**src/rtl/vga_pkg.sv**
```systemverilog
// rtl/vga_pkg.sv - shared text-screen geometry, address packing and arbiter state type
package vga_pkg;

    localparam int TEXT_COLS = 80;
    localparam int TEXT_ROWS = 60;

    typedef logic [13:0] text_addr_t;

    typedef enum logic {
        IDLE,
        CLEAR
    } arb_state_t;

    // Character memory address: bit 13 unused, then row, then column.
    function automatic text_addr_t pack_text_addr(input logic [5:0] row, input logic [6:0] col);
        return {1'b0, row, col};
    endfunction

endpackage

```
**src/rtl/rr_arb2.sv**
```systemverilog
// rtl/rr_arb2.sv - two-input round-robin arbiter with served-last pointer
// Ports: clk_25, resetN (async active-low), valid[1:0] requests, enable gates
// all grants, grant[1:0] one-hot combinational grant. The pointer advances on
// every grant.
module rr_arb2 (
    input  logic       clk_25,
    input  logic       resetN,
    input  logic [1:0] valid,
    input  logic       enable,
    output logic [1:0] grant
);

    // 1 = requester 1 was served last, so requester 0 wins the next tie.
    logic last;

    always_comb begin
        grant = 2'b00;
        if (enable) begin
            case (valid)
                2'b01:   grant = 2'b01;
                2'b10:   grant = 2'b10;
                2'b11:   grant = last ? 2'b01 : 2'b10;
                default: grant = 2'b00;
            endcase
        end
    end

    always_ff @(posedge clk_25 or negedge resetN) begin
        if (!resetN) begin
            last <= 1'b1;
        end else if (grant[0]) begin
            last <= 1'b0;
        end else if (grant[1]) begin
            last <= 1'b1;
        end
    end

endmodule

```
**src/rtl/text_wr_arbiter.sv**
```systemverilog
// rtl/text_wr_arbiter.sv - text-screen write port arbiter with full-screen clear engine
// Ports: clk_25, resetN (async active-low); req_valid/req_col/req_row/req_char
// in and req_ready out per requester (0 = host, 1 = game); clr_start pulse;
// v_blank; text_add/text_data/wr_en registered write port; busy, clr_done, drop.
// Option macro TEXT_ARB_FRAME_SYNC_EN: grants and clear writes only while v_blank=1.
module text_wr_arbiter
    import vga_pkg::*;
#(
    parameter int         COLS      = TEXT_COLS,
    parameter int         ROWS      = TEXT_ROWS,
    parameter logic [7:0] FILL_CHAR = 8'h20
) (
    input  logic            clk_25,
    input  logic            resetN,
    input  logic [1:0]      req_valid,
    input  logic [1:0][6:0] req_col,
    input  logic [1:0][5:0] req_row,
    input  logic [1:0][7:0] req_char,
    output logic [1:0]      req_ready,
    input  logic            clr_start,
    input  logic            v_blank,
    output logic [13:0]     text_add,
    output logic [7:0]      text_data,
    output logic            wr_en,
    output logic            busy,
    output logic            clr_done,
    output logic            drop
);

    localparam logic [6:0] COL_LAST = 7'(COLS - 1);
    localparam logic [5:0] ROW_LAST = 6'(ROWS - 1);

    arb_state_t state;
    logic [6:0] clr_col;
    logic [5:0] clr_row;

    // slot_ok marks cycles in which a grant or a clear write may happen.
    logic slot_ok;
`ifdef TEXT_ARB_FRAME_SYNC_EN
    assign slot_ok = v_blank;
`else
    logic unused_v_blank;
    assign unused_v_blank = v_blank;
    assign slot_ok        = 1'b1;
`endif

    logic [1:0] grant;
    logic       arb_en;

    // No grant in the clr_start cycle so a request can never slip in ahead of the clear.
    assign arb_en = resetN && (state == IDLE) && !clr_start && slot_ok;

    rr_arb2 u_rr_arb2 (
        .clk_25 (clk_25),
        .resetN (resetN),
        .valid  (req_valid),
        .enable (arb_en),
        .grant  (grant)
    );

    assign req_ready = grant;

    logic       sel;
    logic [6:0] sel_col;
    logic [5:0] sel_row;
    logic [7:0] sel_char;
    logic       in_range;

    assign sel      = grant[1];
    assign sel_col  = req_col[sel];
    assign sel_row  = req_row[sel];
    assign sel_char = req_char[sel];
    assign in_range = (sel_col <= COL_LAST) && (sel_row <= ROW_LAST);

    // Cell written by the clear engine this edge: (0,0) when starting, else the counters.
    logic [6:0] cur_col;
    logic [5:0] cur_row;
    logic       cur_last;
    logic [6:0] nxt_col;
    logic [5:0] nxt_row;

    always_comb begin
        cur_col  = (state == CLEAR) ? clr_col : 7'd0;
        cur_row  = (state == CLEAR) ? clr_row : 6'd0;
        cur_last = (cur_col == COL_LAST) && (cur_row == ROW_LAST);
        nxt_col  = cur_col + 7'd1;
        nxt_row  = cur_row;
        if (cur_col == COL_LAST) begin
            nxt_col = 7'd0;
            nxt_row = cur_row + 6'd1;
        end
    end

    always_ff @(posedge clk_25 or negedge resetN) begin
        if (!resetN) begin
            state     <= IDLE;
            clr_col   <= 7'd0;
            clr_row   <= 6'd0;
            text_add  <= 14'd0;
            text_data <= 8'd0;
            wr_en     <= 1'b0;
            busy      <= 1'b0;
            clr_done  <= 1'b0;
            drop      <= 1'b0;
        end else begin
            wr_en    <= 1'b0;
            drop     <= 1'b0;
            clr_done <= 1'b0;
            case (state)
                IDLE: begin
                    if (clr_start) begin
                        state   <= CLEAR;
                        busy    <= 1'b1;
                        clr_col <= 7'd0;
                        clr_row <= 6'd0;
                        if (slot_ok) begin
                            wr_en     <= 1'b1;
                            text_add  <= pack_text_addr(cur_row, cur_col);
                            text_data <= FILL_CHAR;
                            clr_done  <= cur_last;
                            clr_col   <= nxt_col;
                            clr_row   <= nxt_row;
                        end
                    end else if (|grant) begin
                        if (in_range) begin
                            wr_en     <= 1'b1;
                            text_add  <= pack_text_addr(sel_row, sel_col);
                            text_data <= sel_char;
                        end else begin
                            drop <= 1'b1;
                        end
                    end
                end
                CLEAR: begin
                    // clr_done high means the final write is on the port right now.
                    if (clr_done) begin
                        state <= IDLE;
                        busy  <= 1'b0;
                    end else if (slot_ok) begin
                        wr_en     <= 1'b1;
                        text_add  <= pack_text_addr(cur_row, cur_col);
                        text_data <= FILL_CHAR;
                        clr_done  <= cur_last;
                        clr_col   <= nxt_col;
                        clr_row   <= nxt_row;
                    end
                end
                default: state <= IDLE;
            endcase
        end
    end

endmodule

```
**config.mk**
```make
export PLATFORM = sky130hd
export DESIGN_NAME = text_wr_arbiter
export DESIGN_NICKNAME = d
export VERILOG_FILES = /design/src/rtl/vga_pkg.sv /design/src/rtl/rr_arb2.sv /design/src/rtl/text_wr_arbiter.sv
export SDC_FILE = /design/constraint.sdc
export NUM_CORES = 1
export LEC_CHECK = 0
export ABC_AREA = 1
export CORE_ASPECT_RATIO = 2
export CORE_MARGIN = 2
export CORE_UTILIZATION = 40
export DETAILED_ROUTE_END_ITERATION = 10
export PLACE_DENSITY_LB_ADDON = 0.05
export SETUP_SLACK_MARGIN = 0.4
export SYNTH_ARGS = -nofsm -noshare
export SYNTH_HDL_FRONTEND = slang
export SYNTH_SLANG_ARGS = --single-unit
```
**constraint.sdc**
```tcl
create_clock -name clk_25 -period 4.03 [get_ports clk_25]
set_input_delay 0.6045 -clock clk_25 [delete_from_list [all_inputs] [get_ports clk_25]]
set_output_delay 0.6045 -clock clk_25 [all_outputs]
set_load 0.05 [all_outputs]
```
* Word-level counts from Yosys, hierarchy flattened *
Cells that the tools add are included.

operators by class
  add/subtract/negate cells = 2
  $lt $le $gt $ge = 3
  eq/ne operators = 10
  mux-type cells = 48
  bitwise gates (word level) = 1
  reduce and logical (&&, ||, !) cells = 10

operators by type and width
  operator             count
  $mux 14              4
  $mux 8               6
  $mux 7               6
  $mux 6               6
  $pmux 14 s2          1
  $pmux 8 s2           1
  $mux 1               15
  $pmux 7 s2           1
  $pmux 6 s2           1
  $pmux 1 s2           4
  $add 7x1->7 const B  1
  $eq 7x7->1 const B   1
  $le 7x7->1 const B   1
  $add 6x1->6 const B  1
  $eq 6x6->1 const B   1
  $le 6x6->1 const B   1
  $ne 2x2->1 const B   3
  $pmux 2 s3           1
  $eq 2x2->1 const B   2
  $logic_and 1x1->1    4
  $mux 2               2
  $reduce_and 2->1     2
  $ne 3x2->1 const B   1
  $ne 3x3->1 const B   1
  7 further kinds      7

storage, ports and cells
  flip-flop bits (word level) = 41
  input bits = 48
  output and inout port bits = 28
  word-level logic and storage cells = 84

* Longest topological paths before layout *
  word-level depth = 12
  gate-level depth with buffers = 14
  depth with buffers taken out = 12

* Hierarchy *
Synthesis repeated with hierarchy kept, for this count alone.

second synthesis, totals
  cell total of the unflattened synthesis = 342
  area total of the unflattened synthesis = 2479.9 sq um

modules (own cells, without submodules)
  module           instances  cells an instance  area an instance (sq um)  seq. area each (sq um)
  text_wr_arbiter  1          331                2414.8                    975.9
  rr_arb2          1          11                 65.1                      26.3

* Least setup slack after synthesis *
Ideal clock, no wire load.

  path kind = input to output
  start point = in clr_start
  end point = out req_ready[0]
  arrival time = 1.495 ns
  path slack = 1.930 ns
  stages = 3
  buffers on the path = 0
  path through = nor2_8 -> nand2_4 -> nor2_1

on the way
  cells in the longest elaborated chain, start to end = 3

ends and longest elaborated chain
  item               line                   source
  start, declared    text_wr_arbiter.sv:20  input logic clr_start,
  $logic_not 1->1    text_wr_arbiter.sv:51  assign arb_en = resetN && (state == IDLE) && !clr_start && slot_ok;
  $logic_and 1x1->1  text_wr_arbiter.sv:51
  $mux 2             rr_arb2.sv:18          if (enable) begin
  end, declared      text_wr_arbiter.sv:19  output logic [1:0] req_ready,

No other way between the ends.

* Worst setup path after layout *
  start point = in clr_start
  end point = out req_ready[1]

Same word-level chain as after synthesis.

==> impl_metrics.py <==
metrics = {
    "worst_setup_path": {
        "endpoint": "req_ready[1]",
        "path_max_fanout": 17,
        "r2r-start": "u_rr_arb2.last",
        "end_kind": "output pin",
        "crit_path_cell_trace": "clkdlybuf4s50_1 -> nor2_8 -> nand2_4 -> nor2_4 -> clkdlybuf4s50_1",
        "critPathLaunchType": "input port",
        "critical_path_class": "input port to output pin",
        "rr_worst_depth": 12,
        "cpPeakStageDelay_ns": 0.88,
        "ff2ff_setup_slack_ns": 1.71,
        "crit_slowest_cell": "clkdlybuf4s50_1",
        "arrival_ns": 2.80,
        "reg2reg_to": "text_add[1]",
        "cp-startpoint": "clr_start",
        "crit_required_ns": 3.43,
        "cp_common_cell": "clkdlybuf4s50_1",
    },
    "clock_network": {
        "hold_buffers": 0,
        "clk_latency_ns": 0.28,
        "clock-sinks": 40,
        "cts.reportedPaths.clkPinSlew_ns": 0.05,
        "clockBufferDepth": 2,
        "tritoncts": "yes",
        "post-cts-setup-buffers": 0,
        "cts_inserted_buffers": 5,
        "ctsRootBufferMaster": "clkbuf_16",
        "htreeDepth": 2,
        "cts_resized": 0,
    },
    "cells_and_area": {
        "regArea_um2": 1000,
        "instances_no_fill": 448,
        "stdcell_area_um2": 3200,
        "diodes": 0,
        "fill_cells": 546,
        "syn2layout_area_growth_pct": 39.2,
        "nNetsFinal": 436,
        "multi_input_area_um2": 1070,
        "final_layout_size_suffix_gt1_frac": 0.0594,
    },
    "yosys": {
        "netlist_instances": 316,
        "synth_area_um2": 2300,
        "synth_nets": 366,
        "ys_seq_area_frac": 0.436,
        "synth_cell_types": 28,
        "ys_warn_count": 0,
        "ys_ff_latch": 40,
        "postSynthAreaPerCell_um2": 7.27,
    },
    "routing": {
        "drt_wl_total_um": 6000,
        "highest_layer": "met4",
        "drt_iter0_markers": 67,
        "routed-via-count": 2196,
        "wl_per_cell_um": 13.4,
        "firstDrtPassIters": 4,
        "wirelength_met1_um": 2460,
        "viasPerCell": 4.90,
        "dr_wl_met2_um": 3060,
        "wl_met3_um": 320,
        "drcViolationCount": 0,
        "antenna_left": 0,
    },
    "min_path": {
        "min_path_type": "input port to asynchronous set/reset pin",
    },
    "sta": {
        "rsz0062_at_grt": "false",
        "fin_setup_tns_ns": 0,
        "setup_violations": 0,
        "hold_viol": 0,
        "hold_ws_ns": 0.182,
        "clock.fmax_mhz": 294,
        "tightest_slew_ns": 0.584,
        "timing.final.crit_share": 0.844,
        "finalMaxSlewViolations": 0,
        "slew_headroom": 0.610,
        "setup_ws_ns": 0.630,
        "skew_ns": 0.00486,
        "min_period_ns": 3.40,
    },
    "global_route": {
        "grt_usage": 0.204,
        "grt_max_degree": 34,
        "antenna_found_initial": 0,
        "grt_pass1_vias": 2216,
        "grt.overflow.total": 0,
        "grt_pass1_wl_um": 10000,
    },
    "floorplan": {
        "die_w_um": 57.6,
        "fp-row-count": 39,
        "core_area_um2": 5610,
        "initial_utilization": 0.409,
        "io_pins": 76,
        "die_h_um": 111,
        "die_area_um2": 6400,
    },
    "placement": {
        "place_congestion": 0.821,
        "placed_cells": 440,
        "dpl.hpwl_um": 4410,
        "place_ws_ns": 0.628,
        "post_dp_cell_area_um2": 3030,
        "port_buffers": 73,
    },
    "status": {
        "outcome": "finished clean",
    },
    "power_and_ir_drop": {
        "vdd_ir_drop_max_mv": 0.395,
        "power.density_nw_per_um2": 463,
        "p_leak_nw": 1.65,
    },
    "flow_run": {
        "drv_cap": 0,
    },
}
## critical path, delay by kind of cell
| kind | cells | cell delay, ns |
|---|---|---|
| and+or+nand+nor | 3 | 0.77 |
| buffers and inverters | 2 | 1.40 |
## worst min-delay path by stage
stage	from	endpoint	cells after the start
4_1_cts	resetN	clr_row[0]	1
5_1_grt	resetN	clr_done	1
6_report	resetN	clr_row[0]	1
2_1_floorplan	resetN	busy	0
3_3_place_gp	clr_row[1]	clr_row[1]	2
3_5_place_dp	clr_row[1]	clr_row[1]	2
## flip-flops by register name (all words and copies together) (netlist names), 6 cells and up
name	count
clr_col	7
clr_row	6
text_add	13
text_data	8
## cell usage in the layout (no fill, tap or decap), types with 2 or more instances in the layout
cell type        count
a21oi_1              6
buf_4                4
clkbuf_16            5
clkdlybuf4s50_1     72
dfrtp_1             39
ha_1                 2
inv_1               33
nand2_1            128
nand2_2              2
nand2_4              2
nand3_1             32
nor2_1              10
nor2_2               2
nor2_4               2
nor3_1               4
o21ai_0             24
xnor2_1              3
xor2_1               5
## metrics by stage
stage | power, mW | util
after floorplan | 0.852 | -
after global placement | 1.04 | 0.540
after detailed placement | 1.04 | 0.540
after CTS | 1.50 | 0.570
after global routing | 1.57 | 0.570
final | 1.48 | 0.570
## synth_stat cells
cell type,count,share of area
buf_1,1,0.0016
nor2_2,2,0.0054
dfstp_2,1,0.011
conb_1,1,0.0016
o21bai_1,1,0.0033
xnor2_1,3,0.011
nand3_1,32,0.070
ha_1,2,0.011
xor2_1,5,0.019
nand2_1,128,0.21
nor2_1,10,0.016
inv_1,33,0.054
buf_6,4,0.020
clkbuf_1,4,0.0065
o21ai_0,24,0.052
nor3_1,4,0.0087
o22ai_1,1,0.0027
a21boi_0,1,0.0033
buf_4,3,0.0098
a21oi_1,6,0.013
nand2_4,2,0.0098
nand4_1,1,0.0027
nor2_4,2,0.0098
dfrtp_1,39,0.42
buf_2,2,0.0044
nand2_2,2,0.0054
nor2_8,1,0.0087
nand3_2,1,0.0044
## cell type report
class,count,share of cell area
sequential,40,0.314
clock buffer,6,0.0403
timing repair buffer,77,0.236
clock inverter,2,0.0110
inverter,33,0.0387
tap,61,0.0239
multi-input combinational,229,0.336
## power by group
part	internal (mW)	switching [mW]	total (mW)
Clock	0.291	0.155	0.446
Sequential	0.484	0.0496	0.534
Combinational	0.187	0.314	0.501
## routing by layer
| metal | up-vias | GRT usage |
|---|---|---|
| met2 | 61 | 0.351 |
| met5 | - | 0 |
| met1 | 1003 | 0.226 |
| met3 | 10 | 0.0490 |
| met4 | 0 | 0.0977 |
| li1 | 1122 | - |
## cell families (layout without fill, tap and decap cells)
family | after synthesis | in the layout | share of synthesized area
adder cells (fa/ha/maj) | 2 | 2 | 0.0109
AO/OA/AOI/OAI | 33 | 33 | 0.0746
XOR/XNOR | 8 | 8 | 0.0305
buffers and inverters | 47 | 118 | 0.0959
AND/OR/NAND/NOR | 185 | 185 | 0.350
flip-flops | 40 | 40 | 0.436
other | 1 | 1 | 0.00163
No activity file was read; power rests on OpenSTA's default activity.
